--- src/rtl/bf8b_pkg.sv ---
// rtl/bf8b_pkg.sv - shared types and defaults for the eightbit memory/loader slice
//
// Purpose: default bus widths, loader FSM state type and bus word typedefs
// used by bf8b_mem_loader and bf8b_ram_sp.
// Ports: none (package).
package bf8b_pkg;

  localparam int DEFAULT_ADDR_W = 8;
  localparam int DEFAULT_DATA_W = 8;

  typedef enum logic {
    LOAD = 1'b0,
    RUN  = 1'b1
  } ld_state_t;

  typedef logic [DEFAULT_ADDR_W-1:0] addr_t;
  typedef logic [DEFAULT_DATA_W-1:0] data_t;

endpackage

--- src/rtl/bf8b_ram_sp.sv ---
// rtl/bf8b_ram_sp.sv - single-port write-first RAM with one-cycle registered read
//
// Purpose: storage array for the eightbit core. A write also returns the
// written word on the read port at the same edge (write-first). The array
// and the read register are not reset.
// Ports:
//   clk    in   clock, all state on posedge
//   we     in   write enable
//   addr   in   word address
//   wdata  in   write data
//   rdata  out  registered read data (1-cycle latency)
module bf8b_ram_sp #(
  parameter int ADDR_W = 8,
  parameter int DATA_W = 8
) (
  input  logic              clk,
  input  logic              we,
  input  logic [ADDR_W-1:0] addr,
  input  logic [DATA_W-1:0] wdata,
  output logic [DATA_W-1:0] rdata
);

  localparam int DEPTH = 2 ** ADDR_W;

  logic [DATA_W-1:0] mem [DEPTH];
  logic [DATA_W-1:0] rdata_d;
  logic [DATA_W-1:0] rdata_q;

  always_comb begin
    rdata_d = mem[addr];
    if (we) begin
      rdata_d = wdata;
    end
  end

  always_ff @(posedge clk) begin
    if (we) begin
      mem[addr] <= wdata;
    end
    rdata_q <= rdata_d;
  end

  assign rdata = rdata_q;

endmodule

--- src/rtl/bf8b_mem_loader.sv ---
// rtl/bf8b_mem_loader.sv - program/data RAM with byte-stream boot loader for the eightbit core
//
// Purpose: serves the core's addr/data/we bus from a synchronous RAM. After
// reset (or an ld_start pulse while running) the core is held off and the RAM
// is filled from address 0 by a ready/valid byte stream; the core is released
// after the last byte or after the top address has been written.
// Ports:
//   clk         in   clock, all state on posedge
//   rst         in   asynchronous active-high reset
//   addr        in   core address
//   data_in     in   core write data
//   data_out    out  read data to core, 1-cycle latency, 0 while loading
//   we          in   core write enable
//   ld_valid    in   loader byte valid
//   ld_ready    out  loader can accept a byte
//   ld_data     in   loader byte
//   ld_last     in   final loader byte marker
//   ld_start    in   pulse while running to re-enter loading
//   cpu_hold    out  core must stall while high
//   load_count  out  bytes written by the most recent load
module bf8b_mem_loader
  import bf8b_pkg::*;
#(
  parameter int ADDR_W = DEFAULT_ADDR_W,
  parameter int DATA_W = DEFAULT_DATA_W
) (
  input  logic              clk,
  input  logic              rst,
  input  logic [ADDR_W-1:0] addr,
  input  logic [DATA_W-1:0] data_in,
  output logic [DATA_W-1:0] data_out,
  input  logic              we,
  input  logic              ld_valid,
  output logic              ld_ready,
  input  logic [DATA_W-1:0] ld_data,
  input  logic              ld_last,
  input  logic              ld_start,
  output logic              cpu_hold,
  output logic [ADDR_W:0]   load_count
);

  localparam logic [ADDR_W-1:0] PTR_MAX = {ADDR_W{1'b1}};

  ld_state_t         state_d, state_q;
  logic [ADDR_W-1:0] load_ptr_d, load_ptr_q;
  logic [ADDR_W:0]   load_count_d, load_count_q;
  logic              ld_ready_d, ld_ready_q;
  logic              cpu_hold_d, cpu_hold_q;
  logic              out_en_d, out_en_q;

  logic              ram_we;
  logic [ADDR_W-1:0] ram_addr;
  logic [DATA_W-1:0] ram_wdata;
  logic [DATA_W-1:0] ram_rdata;

  always_comb begin
    state_d      = state_q;
    load_ptr_d   = load_ptr_q;
    load_count_d = load_count_q;
    ram_we       = 1'b0;
    ram_addr     = addr;
    ram_wdata    = data_in;

    case (state_q)
      LOAD: begin
        // The loader owns the RAM port; core we/addr are ignored.
        ram_addr  = load_ptr_q;
        ram_wdata = ld_data;
        if (ld_valid && ld_ready_q) begin
          ram_we       = 1'b1;
          load_ptr_d   = load_ptr_q + ADDR_W'(1);
          load_count_d = {1'b0, load_ptr_q} + (ADDR_W+1)'(1);
          // Writing the top address ends the load even without ld_last, so
          // the pointer never wraps back over already loaded bytes.
          if (ld_last || (load_ptr_q == PTR_MAX)) begin
            state_d = RUN;
          end
        end
      end
      RUN: begin
        // A core write in the ld_start cycle still commits.
        ram_we = we;
        if (ld_start) begin
          state_d      = LOAD;
          load_ptr_d   = '0;
          load_count_d = '0;
        end
      end
      default: begin
        state_d = LOAD;
      end
    endcase

    // ld_ready drops on the accepting edge so no byte is offered to a RUN
    // state; cpu_hold rises with entry to LOAD but falls one clock after
    // exit, giving the core a clean cycle before it is released.
    ld_ready_d = (state_d == LOAD);
    cpu_hold_d = (state_d == LOAD) || (state_q == LOAD);
    // Read data is only forwarded for core accesses in steady RUN.
    out_en_d   = (state_q == RUN) && !ld_start;
  end

  always_ff @(posedge clk or posedge rst) begin
    if (rst) begin
      state_q      <= LOAD;
      load_ptr_q   <= '0;
      load_count_q <= '0;
      ld_ready_q   <= 1'b1;
      cpu_hold_q   <= 1'b1;
      out_en_q     <= 1'b0;
    end else begin
      state_q      <= state_d;
      load_ptr_q   <= load_ptr_d;
      load_count_q <= load_count_d;
      ld_ready_q   <= ld_ready_d;
      cpu_hold_q   <= cpu_hold_d;
      out_en_q     <= out_en_d;
    end
  end

  bf8b_ram_sp #(
    .ADDR_W (ADDR_W),
    .DATA_W (DATA_W)
  ) u_ram (
    .clk   (clk),
    .we    (ram_we),
    .addr  (ram_addr),
    .wdata (ram_wdata),
    .rdata (ram_rdata)
  );

  assign data_out   = out_en_q ? ram_rdata : '0;
  assign ld_ready   = ld_ready_q;
  assign cpu_hold   = cpu_hold_q;
  assign load_count = load_count_q;

endmodule
--- config.mk ---
export PLATFORM = sky130hd
export DESIGN_NAME = bf8b_mem_loader
export DESIGN_NICKNAME = d
export VERILOG_FILES = /design/src/rtl/bf8b_pkg.sv /design/src/rtl/bf8b_ram_sp.sv /design/src/rtl/bf8b_mem_loader.sv
export SDC_FILE = /design/constraint.sdc
export NUM_CORES = 2
export LEC_CHECK = 0
export ABC_CLOCK_PERIOD_IN_PS = 11600
export BUFFER_PORTS_ARGS = -buffer_cell sky130_fd_sc_hd__buf_4
export CORE_MARGIN = 1.5
export CORE_UTILIZATION = 31
export CTS_BUF_LIST = sky130_fd_sc_hd__clkbuf_4
export CTS_CLUSTER_DIAMETER = 100
export DETAILED_ROUTE_END_ITERATION = 16
export PLACE_DENSITY_LB_ADDON = 0.12
export SLEW_MARGIN = 25
export SYNTH_ARGS = -nofsm -noshare
export SYNTH_HDL_FRONTEND = slang
export SYNTH_SLANG_ARGS = --single-unit
--- constraint.sdc ---
create_clock -name clk -period 11.6 [get_ports clk]
set_clock_uncertainty 0.15 [all_clocks]
set_input_delay 2.32 -clock clk [delete_from_list [all_inputs] [get_ports clk]]
set_output_delay 2.32 -clock clk [all_outputs]
set_load 0.05 [all_outputs]
==> summary.txt <==
Floorplanning
  • Initial Util: 31.2%
  • Total core area: 0.260 mm2
  • Total die area: 0.265 mm2
  • DIE HEIGHT: 514 um
  • IO Pins: 49
  • Row count: 187
  • Die width: 514 um

Clocking
  • Number of H-tree levels: 6
  • Reg clk slew, reported paths: 0.07 ns
  • CTS Buf Count: 568
  • CTS tree: done
  • Post-CTS setup buffers: 0
  • Worst-Skew Late Latency: 1.29 ns
  • Hold_buf cts: 0
  • Post-cts gate resize count: 0
  • CTS root buf: clkbuf_4
  • Largest buffer count on any clock path: 4
  • Clock sinks: 2,069

Cells and area
  • Register area: 0.0620 mm2
  • Fillers: 24,400
  • Nets: 4,433
  • Multi-input combinational cell area: 0.0176 mm2
  • Synthesis-to-finish area growth: 13.9%
  • Share of cells above drive strength 1: 30.9%
  • Final core occ: 35.6%

Timing
  • PnR worst setup slack: 2.41 ns
  • Hold Violations, Final: 0
  • Final Critical Period: 9.19 ns
  • Endpoints failing setup: 0
  • Period utilization: 79.2%
  • Tightest Pin Transition: 1.10 ns
  • Hold slack: 0.406 ns
  • Slew headroom: 26.4%
  • FMAX: 109 MHz
  • Final Max Slew Viols: 0
  • RSZ-0062 raised after global routing: false
  • Total negative setup slack: 0 ns

Synthesis
  • Synth warnings: 0
  • Syn nets: 3,955
  • Post-synthesis sequential area ratio: 76.5%
  • Syn_area_per_cell: 20.7 um2
  • Mapped Cells: 3,924
  • Synthesized area: 0.0811 mm2
  • Area leader, netlist: edfxtp_1
  • Yosys reg bits: 2,069
  • Main area contributors after synthesis: edfxtp_1 (76%), mux4_2 (11%), mux2i_1 (2.9%)
  • Fraction of registers with async set/reset: 0.628%
  • Post-synth top area share: 75.9%
  • Netlist cell types: 66
  • Leading register cell type out of synthesis: edfxtp_1
  • Number of flops mapped to enable cells by yosys: 2,048

Critical path
  • R2R depth: 6
  • RR Startpoint: state_q$_DFF_PP0_
  • Critical Path Fanout Max: 52
  • Cell repeated most along the worst path: buf_4
  • Worst R2R End: u_ram.mem[153][0]$_DFFE_PP_
  • Worst Path Required: 9.13 ns
  • Crit path launch type: flop
  • CP arrival: 6.72 ns
  • Crit. End Element: output port
  • Slowest CP cell: buf_4
  • CP max stage delay: 0.78 ns
  • Crit path kind: flop to output port
  • R2R setup slack: 6.95 ns
  • Worst-path cell chain: buf_4 > buf_4 > buf_4 > mux4_2 > nor3_1 > nor3_1 > o2111ai_1 > o31ai_1 > buf_4 > buf_4

Hold path
  • HP Start: load_count[8]$_DFFE_PP0P_
  • Hold Path Sink: load_count[8]$_DFFE_PP0P_
  • Hold Crit Class: flop to flop
  • Hold Path Cell Cnt: 2

Place
  • Gpl congestion: 0.783
  • Post-Place Setup Slack: 3.63 ns
  • I/O Buffers: 48
  • Hpwl dp: 145,000 um

Pwr
  • Max rail drop VDD: 0.000206 V
  • Total leakage power: 29.0 nW
  • Pwr Total: 0.0193 W
  • Power per cell area: 209 mW/mm2

Run status
  • Status: completed

Routing
  • DRT Pass-1 Iters: 5
  • DR WL/cell: 30.1 um
  • DRC errors left: 0
  • Antenna Nets Post-Route: 0
  • WL final: 247,000 um
  • Routed vias: 42,000
  • Vias per cell: 5.13
  • Initial drt markers: 3,846

Global routing
  • Global-route wire length before repair: 344,000 um
  • Grt ovf: 0
  • Largest net degree at the start of global routing: 153
  • Initial antenna violation count: 21
  • Gr usage total: 18.5%
  • Vias in the first global route: 43,900

Flow run
  • Max cap viols: 0
worst max-delay path: cells and delay by family (launching register included):
| kind | cells | cell delay, ns |
|---|---|---|
| AOI/OAI and AO/OA | 2 | 0.86 |
| buffers and inverters | 5 | 2.73 |
| DFF | 1 | 0.71 |
| muxes | 1 | 0.34 |
| and+or+nand+nor | 2 | 0.67 |
metal layers:
layer	global-route usage [%]	vias to the layer above	routed length, um
met3	3.99	386	14800
met5	0	-	27
li1	-	17700	-
met4	6.29	4	7360
met2	28.9	1545	116000
met1	25.4	22400	109000
kinds of logic after synthesis:
group           count (synthesis)  share of synthesized area [%]
mux                           674                           15.1
xor+xnor                        2                         0.0216
fa+ha+maj                       1                         0.0154
simple gates                  547                           2.87
buf+inv                       252                           2.16
flops                        2069                           76.5
compound gates                379                           3.35
registers in the layout (all words and copies together) (netlist names), named ones only:
name / flops
u_ram.mem: 2048
ld_ready: 1
cpu_hold: 1
state_q: 1
load_ptr_q: 7
load_count: 2
out_en_q: 1
report_power, final:
group          switching, W  internal, W
Clock               0.00308      0.00357
Sequential        0.0000814      0.00844
Combinational       0.00257      0.00154
Total               0.00572       0.0136
worst max path at each step:
| stage | slack (ns) | end | from | cells after the start |
|---|---|---|---|---|
| 2_1_floorplan | 6.14 | data_out[3] | flop | 10 |
| 3_3_place_gp | 3.45 | data_out[2] | flop | 10 |
| 3_5_place_dp | 3.63 | data_out[3] | flop | 10 |
| 4_1_cts | 2.17 | data_out[3] | flop | 10 |
| 5_1_grt | 2.23 | data_out[3] | flop | 10 |
| 6_report | 2.41 | data_out[3] | flop | 10 |
cell usage after synthesis (8+ instances only):
cell type,count
dfxtp_1,8
a22oi_1,69
buf_1,12
o221ai_1,101
dfrtp_1,11
mux2i_1,235
nand4_1,12
or3_1,9
buf_6,21
clkbuf_1,86
mux4_2,397
edfxtp_1,2048
nand2_1,83
inv_1,12
o2111ai_1,8
and3_1,11
nor3_1,27
mux2_2,9
buf_2,54
mux4_1,33
o21ai_0,57
o22ai_1,33
o31ai_1,11
nand3_1,62
buf_4,22
nor2_1,318
a21oi_1,57
o311ai_0,9
buf_8,30
layout by cell type, fill, tap and decap left out, drive strengths merged, types with 58 or more instances in the layout:
cell    synthesis  layout
a22oi          69      69
buf           145     146
clkbuf         92     818
clkinv          1      96
edfxtp       2048    2048
mux2i         235     235
mux4          430     430
nand2          84      84
nand3          63      63
nor2          318     318
o21ai          58      58
o221ai        105     105
final cells by class:
class / instances / area share, %
antenna: 7 / 0.0190
clock buffer: 818 / 6.65
clock inverter: 130 / 1.05
inverter: 14 / 0.0637
multi-input combinational: 1603 / 19.1
sequential: 2069 / 67.1
tap: 3402 / 4.61
timing repair buffer: 146 / 1.41
stage by stage:
step / cells / cell area, um2
3_3_place_gp: 7227 / 85000
5_1_grt: 8188 / 92400
2_1_floorplan: 3924 / 81100
3_5_place_dp: 7233 / 85200
6_report: 8189 / 92400
4_1_cts: 8181 / 92300
(Power assumes the default switching activity.)
